--- config.mk ---
export PLATFORM = sky130hd
export DESIGN_NAME = seg_scan_controller
export DESIGN_NICKNAME = d
export VERILOG_FILES = /design/src/rtl/seg_pkg.sv /design/src/rtl/scan_prescaler.sv /design/src/rtl/seg_scan_controller.sv
export SDC_FILE = /design/constraint.sdc
export NUM_CORES = 1
export LEC_CHECK = 0
export ABC_CLOCK_PERIOD_IN_PS = 2600
export CORE_MARGIN = 2
export CORE_UTILIZATION = 56
export CTS_CLUSTER_SIZE = 8
export DETAILED_ROUTE_END_ITERATION = 10
export GPL_TIMING_DRIVEN = 0
export HOLD_SLACK_MARGIN = 0.12
export PLACE_DENSITY_LB_ADDON = 0.1
export SYNTH_ARGS = -nofsm -noshare
export SYNTH_HDL_FRONTEND = slang
export SYNTH_SLANG_ARGS = --single-unit
--- constraint.sdc ---
create_clock -name clk -period 2.6 [get_ports clk]
set_input_delay 0.39 -clock clk [delete_from_list [all_inputs] [get_ports clk]]
set_output_delay 0.39 -clock clk [all_outputs]
set_load 0.05 [all_outputs]
--- src/rtl/seg_pkg.sv ---
// Shared constants, payload type and helpers for the 7-segment scan controller.
package seg_pkg;

    localparam int unsigned NUM_DIGITS = 4;
    localparam int unsigned BCD_W      = 4 * NUM_DIGITS;
    localparam logic [3:0]  MINUS_CODE = 4'd15;
    localparam logic [3:0]  ANODES_OFF = 4'b1111;

    typedef enum logic {
        S_BLANK = 1'b0,
        S_ON    = 1'b1
    } scan_state_e;

    typedef struct packed {
        logic             neg;
        logic [BCD_W-1:0] bcd;
    } seg_val_t;

    // Highest digit index holding a nonzero nibble; 0 when the value is all zeros.
    function automatic logic [1:0] find_msd(input logic [BCD_W-1:0] v);
        logic [1:0] m;
        m = 2'd0;
        for (int i = 1; i < int'(NUM_DIGITS); i++) begin
            if (v[i*4 +: 4] != 4'd0) begin
                m = 2'(i);
            end
        end
        return m;
    endfunction

endpackage

--- src/rtl/scan_prescaler.sv ---
// Digit-slot timebase: counts REFRESH_DIV cycles per slot and flags the blanking window.
module scan_prescaler #(
    parameter int unsigned REFRESH_DIV  = 100000,
    parameter int unsigned BLANK_CYCLES = 1000
) (
    input  logic clk,
    input  logic rst_n,
    output logic slot_tick,
    output logic in_blank
);

    localparam int unsigned CW = (REFRESH_DIV > 1) ? $clog2(REFRESH_DIV) : 1;

    logic [CW-1:0] cnt;

    assign slot_tick = (cnt == CW'(REFRESH_DIV - 1));
    assign in_blank  = (cnt < CW'(BLANK_CYCLES));

    always_ff @(posedge clk) begin
        if (!rst_n) begin
            cnt <= '0;
        end else if (slot_tick) begin
            cnt <= '0;
        end else begin
            cnt <= cnt + CW'(1);
        end
    end

endmodule

--- src/rtl/seg_scan_controller.sv ---
// Double-buffered 4-digit multiplexed display driver with leading-zero blanking,
// minus-sign placement and inter-digit ghost blanking.
module seg_scan_controller
    import seg_pkg::*;
#(
    parameter int unsigned REFRESH_DIV  = 100000,
    parameter int unsigned BLANK_CYCLES = 1000
) (
    input  logic             clk,
    input  logic             rst_n,
    input  logic [BCD_W-1:0] in_bcd,
    input  logic             in_neg,
    input  logic             in_valid,
    output logic             in_ready,
    output logic [3:0]       digit,
    output logic [3:0]       an,
    output logic             ovf
);

    logic        slot_tick;
    logic        in_blank;
    logic [1:0]  idx;
    seg_val_t    disp;
    seg_val_t    pend;
    logic        pend_valid;
    scan_state_e state;
    scan_state_e state_next;
    logic [3:0]  an_next;
    logic [3:0]  digit_next;
    logic [1:0]  msd;
    logic [3:0]  nibble;
    logic        frame_wrap;
    logic        xfer;

    scan_prescaler #(
        .REFRESH_DIV (REFRESH_DIV),
        .BLANK_CYCLES(BLANK_CYCLES)
    ) u_prescaler (
        .clk      (clk),
        .rst_n    (rst_n),
        .slot_tick(slot_tick),
        .in_blank (in_blank)
    );

    assign frame_wrap = slot_tick && (idx == 2'd3);
    assign xfer       = in_valid && in_ready;

    // Digit index, pending buffer and frame-boundary commit; pending is non-empty exactly while in_ready is low.
    always_ff @(posedge clk) begin
        if (!rst_n) begin
            idx        <= 2'd0;
            disp       <= '0;
            pend       <= '0;
            pend_valid <= 1'b0;
            in_ready   <= 1'b1;
            ovf        <= 1'b0;
        end else begin
            if (slot_tick) begin
                idx <= idx + 2'd1;
            end
            if (frame_wrap && pend_valid) begin
                disp <= pend;
                ovf  <= pend.neg && (find_msd(pend.bcd) == 2'd3);
            end
            if (xfer) begin
                pend       <= '{neg: in_neg, bcd: in_bcd};
                pend_valid <= 1'b1;
                in_ready   <= 1'b0;
            end else if (frame_wrap) begin
                pend_valid <= 1'b0;
                in_ready   <= 1'b1;
            end
        end
    end

    always_ff @(posedge clk) begin
        if (!rst_n) begin
            state <= S_BLANK;
            an    <= ANODES_OFF;
            digit <= 4'd0;
        end else begin
            state <= state_next;
            an    <= an_next;
            digit <= digit_next;
        end
    end

    assign msd    = find_msd(disp.bcd);
    assign nibble = disp.bcd[{idx, 2'b00} +: 4];

    // Slot phase and lit/code decision for the current digit.
    always_comb begin
        state_next = in_blank ? S_BLANK : S_ON;
        an_next    = ANODES_OFF;
        digit_next = 4'd0;
        case (state_next)
            S_ON: begin
                if (idx <= msd) begin
                    an_next[idx] = 1'b0;
                    digit_next   = nibble;
                end else if (disp.neg && (msd != 2'd3) && (idx == msd + 2'd1)) begin
                    an_next[idx] = 1'b0;
                    digit_next   = MINUS_CODE;
                end
            end
            default: begin
                an_next    = ANODES_OFF;
                digit_next = 4'd0;
            end
        endcase
    end

endmodule
After elaboration in Yosys (flattened, before gate mapping)
Cells that the tools add are included.
{"block": "op_classes", "add_sub_neg": 3, "n_lt_le_gt_ge": 4, "reduce_logical": 16, "mux": 18, "shift": 1, "n_eq_ne": 5, "bitwise": 2}
{"op": "nonzero test 4 bit", "n": 6}
{"op": "adder 17 x 1 -> 17 bit (second input constant)", "n": 1}
{"op": "== test 17 bit (second input constant)", "n": 1}
{"op": "less-than comparator 17 x 10 -> 1 bit (second input constant)", "n": 1}
{"op": "2-to-1 mux 4 bit", "n": 4}
{"op": "variable part select 16 x 5 -> 4 bit", "n": 1}
{"op": "2-to-1 mux 2 bit", "n": 6}
{"op": "logical AND 1 bit", "n": 7}
{"op": "2-to-1 mux 1 bit", "n": 7}
{"op": "adder 2 x 1 -> 2 bit (second input constant)", "n": 2}
{"op": "== test 2 bit (second input constant)", "n": 2}
{"op": "NOT 4 bit", "n": 1}
{"op": "OR reduction 2 bit", "n": 2}
{"op": "less-than comparator 2 x 3 -> 1 bit (second input constant)", "n": 1}
{"op": "demux 1 bit (select 2 bit)", "n": 1}
{"op": "== test 2 bit", "n": 1}
{"op": ">= comparator 2 x 1 -> 1 bit (second input constant)", "n": 1}
{"op": "less-or-equal comparator 2 bit", "n": 1}
{"op": "inequality test 2 bit (second input constant)", "n": 1}
{"op": "nonzero test 2 bit", "n": 1}
{"op": "NOT 1 bit", "n": 1}
{"block": "totals", "input_bits": 20, "wordCells": 60, "ff_bits": 64}

Depth between registers and ports, before layout
Gate-level depths: netlist of run 1.
{"block": "logic_depth", "word_depth": 9, "mapped_depth": 7, "mapped_depth_nobuf": 7}

By module
Synthesis of run 1 repeated with hierarchy kept, for this count alone.
{"block": "hier_totals", "cells_unflattened": 310, "hier_area_um2": 2834.0}
{"module": "seg_scan_controller", "instances": 1, "seq_area_each_um2": 940.9, "cells_per_inst": 221, "area_each_um2": 1984.4}
{"module": "scan_prescaler", "instances": 1, "seq_area_each_um2": 340.3, "cells_per_inst": 89, "area_each_um2": 849.6}

Worst setup path after synthesis of run 1
Ideal clock, no wire load.
{"block": "synth_timing", "path_kind": "register to register", "startpoint": "reg disp[8] in the netlist's numbering", "endpoint": "reg digit[0]", "n_path_buf": 0, "required_ps": 2522, "arrival_ps": 2037, "path_stages_with_launch": 8, "path_slack_ps": 485, "path_cell_list": "dfxtp_1 or4_1 o21ai_0 ha_1 nand3b_1 a211o_1 and3_1 nor3_1"}
{"block": "synth_between", "elab_chain_cells": 8, "elab_cells_between_ends": 12, "cone_classes": "add/sub (1); order compare (1); eq/ne (2); shift (1); mux (4); reduce/logical (3)"}
{"item": "start, declared", "line_no": "seg_scan_controller.sv:23", "text": "seg_val_t disp;"}
{"item": "start signal, assigned", "line_no": "seg_scan_controller.sv:62", "text": "disp <= pend;"}
{"item": "nonzero test 4 bit", "line_no": "seg_pkg.sv:24", "text": "if (v[i*4 +: 4] != 4'd0) begin"}
{"item": "2-to-1 mux 2 bit (2 in a row)", "line_no": "seg_pkg.sv:24"}
{"item": "adder 2 x 1 -> 2 bit / inequality test 2 bit (equally long branches)", "line_no": "seg_scan_controller.sv:101", "text": "end else if (disp.neg && (msd != 2'd3) && (idx == msd + 2'd1)) begin"}
{"item": "== test 2 bit / logical AND 1 bit (equally long branches)", "line_no": "seg_scan_controller.sv:101"}
{"item": "logical AND 1 bit", "line_no": "seg_scan_controller.sv:101"}
{"item": "2-to-1 mux 4 bit", "line_no": "seg_scan_controller.sv:101"}
{"item": "2-to-1 mux 4 bit *", "line_no": "seg_scan_controller.sv:98", "text": "if (idx <= msd) begin"}
{"item": "end signal, assigned", "line_no": "seg_scan_controller.sv:84", "text": "digit <= digit_next;"}
{"item": "end, declared", "line_no": "seg_scan_controller.sv:15", "text": "output logic [3:0] digit,"}
Every way passes the cells marked *; elsewhere a longest branch is shown, timed or not.
A chain may end at the register's enable or synchronous reset.

Worst setup path after layout of run 1
{"block": "layout_timing", "startpoint": "reg disp[8] in the netlist's numbering", "endpoint": "reg digit[1]"}
{"block": "layout_between", "elab_chain_cells": 8, "elab_cells_between_ends": 11, "cone_classes": "add/sub (1); order compare (1); eq/ne (2); mux (4); reduce/logical (3)"}
{"item": "nonzero test 4 bit *", "line_no": "seg_pkg.sv:24"}
{"item": "2-to-1 mux 2 bit * (2 in a row)", "line_no": "seg_pkg.sv:24"}
{"item": "adder 2 x 1 -> 2 bit / inequality test 2 bit (equally long branches)", "line_no": "seg_scan_controller.sv:101"}
{"item": "== test 2 bit / logical AND 1 bit (equally long branches)", "line_no": "seg_scan_controller.sv:101"}
{"item": "logical AND 1 bit", "line_no": "seg_scan_controller.sv:101"}
{"item": "2-to-1 mux 4 bit", "line_no": "seg_scan_controller.sv:101"}
{"item": "2-to-1 mux 4 bit *", "line_no": "seg_scan_controller.sv:98"}
Marks and branches as above.

==> results of run 1 <==
final timing paths:
kind              startpoint       end  slack (ns)  cells past startpoint
setup reg to reg     disp[8]  digit[1]        0.23                      7
hold / removal       pend[2]   disp[2]        0.46                      2
hold reg to reg      pend[2]   disp[2]        0.46                      2
setup / recovery     disp[8]  digit[1]        0.23                      7
logic make-up (layout without fill, tap and decap cells):
family	after synthesis	count (layout)	synth area share (%)
AOI/OAI and AO/OA	34	34	8.46
adders and majority gates	7	7	3.10
and+or+nand+nor	154	154	25.4
xor gates and xnor gates	12	12	3.72
muxes	24	24	10.3
buffers and inverters	21	64	3.68
DFF	64	64	45.4
worst register-to-register path, delay by kind of cell, from the launching register on:
kind / cells / cell delay (ns)
AOI/OAI and AO/OA: 2 / 0.54
and+or+nand+nor: 4 / 1.11
adders and majority gates: 1 / 0.30
DFF: 1 / 0.34
metrics by stage:
step           hold WS [ns]  setup slack (ns)  instance area [sq um]  util, %  total power (uW)
2_1_floorplan         0.430             0.485                   2820        -              1090
3_3_place_gp          0.443             0.322                   3190     66.6              1140
3_5_place_dp          0.451             0.257                   3190     66.6              1140
4_1_cts               0.460             0.233                   3390     70.8              2030
5_1_grt               0.466            0.0770                   3390     70.8              2080
6_report              0.458             0.226                   3390     70.8              2010
cell usage after synthesis (2+ instances only):
library cell / number / area share [%]
nor2_1: 21 / 2.8
nor4_1: 5 / 1.1
inv_1: 5 / 0.66
o21ai_0: 6 / 1.1
mux2i_1: 20 / 7.1
and4_1: 2 / 0.62
xor2_1: 5 / 1.6
a21boi_0: 17 / 4.5
nand2_1: 82 / 11
ha_1: 7 / 3.1
dfxtp_1: 64 / 45
xnor2_1: 7 / 2.2
clkbuf_1: 13 / 1.7
mux4_2: 4 / 3.2
and2_1: 2 / 0.44
nor3_1: 6 / 1.1
a21oi_1: 3 / 0.53
a2bb2oi_1: 2 / 0.62
nand3_1: 12 / 2.1
or4_1: 7 / 1.9
nand4_1: 6 / 1.3
sequential cells by signal, indices dropped and copies added (netlist names):
name             flops
ovf                  1
disp                17
in_ready             1
pend_valid           1
an                   4
digit                4
u_prescaler.cnt     17
idx                  2
pend                17
per-layer routing:
layer	wire length (um)	share of wire, %	vias up	GRT usage (%)
met5	0	0	-	0
met4	63	1.1	0	8.33
met3	206	3.7	6	6.43
met2	2430	43	46	31.0
met1	2910	52	1058	32.4
li1	-	-	1169	-
power by group through the flow:
stage / clock network (uW) / logic, uW / registers (uW)
after floorplan: 0 / 57.1 / 1040
after global placement: 0 / 106 / 1040
after detailed placement: 0 / 107 / 1040
after CTS: 905 / 108 / 1020
after global routing: 945 / 122 / 1020
final: 886 / 107 / 1020
cell type report:
type / instances / area [sq um]
multi-input combinational: 231 / 1440
buffer: 16 / 85.1
clock buffer: 11 / 131
timing repair buffer: 28 / 280
clock inverter: 4 / 70.1
fill: 403 / 1400
tap: 67 / 83.8
sequential: 64 / 1280
inverter: 5 / 18.8
==> impl_metrics.env, run 1 <==
export IMPL_pwr_share_clk_pct=44.1
export IMPL_critical_path_top_delay_family="simple AND/OR/NAND/NOR gates"
export IMPL_grt_util_all_layers_pct=22.2
export IMPL_firstDrtPassIters=4
export IMPL_clk_path_buf_depth=2
export IMPL_nets=382
export IMPL_dp_hpwl_um=4180
export IMPL_setup_viol=0
export IMPL_ioPinCount=30
export IMPL_fin_crit_sh_pct=91.3
export IMPL_final_common_cell="nand2_1"
export IMPL_ys_flop_type="dfxtp_1"
export IMPL_ys_seq_area_share_pct=45.4
export IMPL_synth_cells=316
export IMPL_peakVddDrop_v=0.000469
export IMPL_post_route_min_period_ns=2.37
export IMPL_worst_pin_slew_ns=0.490
export IMPL_crit_slowest_cell="or4_1"
export IMPL_rows=25
export IMPL_core_area_sq_um=4790
export IMPL_grt_pass1_wl_um=9360
export IMPL_worstPathCellList="or4_1 > o21ai_0 > ha_1 > nand3b_1 > a211o_1 > and3_1 > nor3_1"
export IMPL_antenna_found_initial=0
export IMPL_ant_nets=0
export IMPL_netSwitchingPower_uw=425
export IMPL_viasPerCell=5.35
export IMPL_netlist_area_sq_um=2820
export IMPL_synth_edf_count=0
export IMPL_area_growth_pct=20.0
export IMPL_clkTransAtPathRegs_ns=0.06
export IMPL_cts_setup_buffers=0
export IMPL_cap_violations=0
export IMPL_clockRootBuffer="clkbuf_8"
export IMPL_slew_headroom_pct=67.2
export IMPL_drtIter0Drc=103
export IMPL_hold_buffers=0
export IMPL_post_cts_resized=0
export IMPL_ys_async_sr_fraction_pct=0
export IMPL_path_max_fanout=4
export IMPL_synth_nets=343
export IMPL_internal_power_uw=1580
export IMPL_pwr_share_comb_pct=5.3
export IMPL_drt_total_wl_um=5610
export IMPL_slew_violations=0
export IMPL_yosys_warnings=0
export IMPL_htree_levels=3
export IMPL_cp_buffers_inverters=0
export IMPL_seq_power_share_pct=50.5
export IMPL_wl_per_cell_um=13.2
export IMPL_dieArea_sq_um=5630
export IMPL_tritoncts="yes"
export IMPL_crit_required_ns=2.85
export IMPL_critical_path_class="reg -> reg"
export IMPL_fin_tns_setup_ns=0
export IMPL_arrival_ns=2.63
export IMPL_diodes=0
export IMPL_cts_buffers=9
export IMPL_die_w_um=75.0
export IMPL_final_cell_mix="nand2_1, dfxtp_1, clkdlybuf4s50_1"
export IMPL_place_gp_congestion=0.869
export IMPL_worstSetupStartpointType="flip-flop"
export IMPL_place_inst=411
export IMPL_start_util_pct=59.0
export IMPL_grt_start_max_net_pins=11
export IMPL_synth_cell_types=41
export IMPL_clock_sinks=64
export IMPL_layout_cells_non_filler=426
export IMPL_end_kind="flip-flop"
export IMPL_outcome="completed"
export IMPL_overflow=0
export IMPL_cpPeakStageDelay_ns=0.54
export IMPL_power_density_nw_per_um2=593
export IMPL_ys_ff_latch=64
export IMPL_rsz0062_at_grt="no"
export IMPL_grt_pass1_vias=2006
export IMPL_drive_above_1_share_pct=7.52
export IMPL_hold_viol=0
export IMPL_port_buffers=28
export IMPL_die_h_um=75.0
export IMPL_hold_class="reg -> reg"
export IMPL_max_freq_ghz=0.421
export IMPL_clock_skew_ns=0.00426
export IMPL_swShare_pct=21.2
export IMPL_drc=0
export IMPL_postSynthAreaPerCell_sq_um=8.94
export IMPL_p_leak_uw=0.00115
export IMPL_via_count=2279
export IMPL_clk_latency_ns=0.33
Power figures use the tool's default switching activity.
==> run 2, diff against run 1 <==
==> constraint.sdc (replaced) <==
create_clock -name clk -period 2.6 [get_ports clk]
set_input_delay 0.39 -clock clk [delete_from_list [all_inputs] [get_ports clk]]
set_output_delay 0.39 -clock clk [all_outputs]
set_load 0.02 [all_outputs]
==> results of run 2 <==
The final DEF is identical to that of run 1. Status: completed.
==> run 3, diff against run 2 <==
- CORE_MARGIN: 2 -> not set
- GPL_TIMING_DRIVEN: 0 -> not set
- SKIP_LAST_GASP: not set -> 1
==> run 3 against run 2 <==
Net effect: clock power is 2.6% higher; maximum frequency up 5.4%; first-iteration DRC count up 20%; non-clock buffer count shrank 11; sequential power is essentially flat; total power rose by 0.84%; via count down 2.3%; critical path type unchanged; critical endpoint is now digit[3].
==> impl_metrics.env, run 3 (synthesized netlist as in run 1, its figures left out) <==
export IMPL_outcome="completed"
export IMPL_cp_buffers_inverters=0
export IMPL_hold_viol=0
export IMPL_die_h_um=73.0
export IMPL_multiInputGateArea_sq_um=1450
export IMPL_r2r_start="disp[9]"
export IMPL_die_w_um=73.0
export IMPL_grt_util_all_layers_pct=22.9
export IMPL_power_uw=2020
export IMPL_min_from="pend[9]"
export IMPL_start_util_pct=59.0
export IMPL_slew_violations=0
export IMPL_drtIter0Drc=124
export IMPL_regArea_sq_um=1280
export IMPL_core_area_sq_um=4790
export IMPL_final_cell_mix="nand2_1, dfxtp_1, clkdlybuf4s50_1"
export IMPL_drt_total_wl_um=5300
export IMPL_clockRootBuffer="clkbuf_8"
export IMPL_ioPinCount=30
export IMPL_cts_buffers=9
export IMPL_path_max_fanout=4
export IMPL_max_freq_ghz=0.444
export IMPL_hold_class="reg -> reg"
export IMPL_worstSetupStartpointType="flip-flop"
export IMPL_fillers=395
export IMPL_reg_top3="disp: 17 flops, pend: 17 flops, u_prescaler.cnt: 17 flops"
export IMPL_fin_tns_setup_ns=0
export IMPL_slew_headroom_pct=59.0
export IMPL_via_count=2227
export IMPL_worst_pin_slew_ns=0.614
export IMPL_cts_setup_buffers=0
export IMPL_clkTransAtPathRegs_ns=0.07
export IMPL_grt_pass1_vias=2011
export IMPL_htree_levels=3
export IMPL_clk_path_buf_depth=2
export IMPL_post_cts_resized=0
export IMPL_viasPerCell=5.38
export IMPL_place_gp_congestion=0.803
export IMPL_dp_hpwl_um=3700
export IMPL_final_common_cell="nand2_1"
export IMPL_drive_above_1_share_pct=8.65
export IMPL_tritoncts="yes"
export IMPL_overflow=0
export IMPL_clock_skew_ns=0.00774
export IMPL_drc=0
export IMPL_dieArea_sq_um=5330
export IMPL_cap_violations=0
export IMPL_rows=25
export IMPL_power_density_nw_per_um2=604
export IMPL_cpPeakStageDelay_ns=0.52
export IMPL_worstPathCellList="or4_1 > o21ai_0 > ha_1 > nand3b_1 > a211o_1 > and3_1 > nor3_1"
export IMPL_clock_sinks=64
export IMPL_critical_path_class="reg -> reg"
export IMPL_arrival_ns=2.52
export IMPL_grt_start_max_net_pins=33
export IMPL_crit_slowest_cell="or4_1"
export IMPL_antenna_found_initial=0
export IMPL_ant_nets=0
export IMPL_setup_viol=0
export IMPL_crit_required_ns=2.86
export IMPL_diodes=0
export IMPL_end_kind="flip-flop"
export IMPL_p_leak_uw=0.00117
export IMPL_rsz0062_at_grt="no"
export IMPL_post_route_min_period_ns=2.25
export IMPL_hold_buffers=0
export IMPL_peakVddDrop_v=0.000402
export IMPL_firstDrtPassIters=4
export IMPL_critical_path_top_delay_family="simple AND/OR/NAND/NOR gates"
export IMPL_clk_latency_ns=0.34
export IMPL_area_growth_pct=18.7
export IMPL_cp_startpoint="disp[9]"
export IMPL_port_buffers=29
export IMPL_nets=371
export IMPL_wl_per_cell_um=12.8
export IMPL_grt_pass1_wl_um=9260
export IMPL_fin_crit_sh_pct=86.6
-- run 3: cell count changes in the layout (fill, tap and decap cells not counted), sizes merged --
| cell | change |
|---|---|
| clkbuf | -14 |
| buf | +2 |
-- run 3: through the flow --
step	area (sq um)	worst slack, ns	std cells	util (%)	hold slack (ns)
3_5_place_dp	3140	0.368	400	65.7	0.453
2_1_floorplan	2820	0.485	316	-	0.430
4_1_cts	3350	0.352	414	70.0	0.462
3_3_place_gp	3140	0.410	400	65.7	0.444
5_1_grt	3350	0.192	414	70.0	0.481
6_report	3350	0.348	414	70.0	0.459
-- run 3: power by group --
group	internal, uW	total, uW	switching (uW)	leakage [uW]
clock network	552	909	357	0.000108
registers	1000	1020	13.7	0.000519
logic	48.7	99.4	50.7	0.000539
-- run 3: final timing paths --
| check | to | slack (ns) | cells past startpoint |
|---|---|---|---|
| worst max register to register | digit[3] | 0.35 | 7 |
| worst min-delay path | disp[9] | 0.46 | 2 |
| worst max-delay path | digit[3] | 0.35 | 7 |
| worst min register to register | disp[9] | 0.46 | 2 |
-- run 3: worst register-to-register path, stage by stage, from the launching register on --
cell and delay, ns:
dfxtp_1 0.34, or4_1 0.52, o21ai_0 0.20, ha_1 0.28
nand3b_1 0.16, a211o_1 0.29, and3_1 0.21, nor3_1 0.18
-- run 3: cell type report --
type	instances	area share, %
tap	67	2.50
timing repair buffer	33	9.41
clock inverter	4	2.09
inverter	5	0.560
sequential	64	38.2
multi-input combinational	231	43.1
clock buffer	10	4.11
-- run 3: metal layers --
layer / GRT usage, % / wire, um / vias to the layer above
li1: - / - / 1142
met1: 30.9 / 2720 / 1036
met2: 34.5 / 2310 / 39
met3: 7.04 / 203 / 10
met4: 8.50 / 61 / 0
met5: 0 / 0 / -
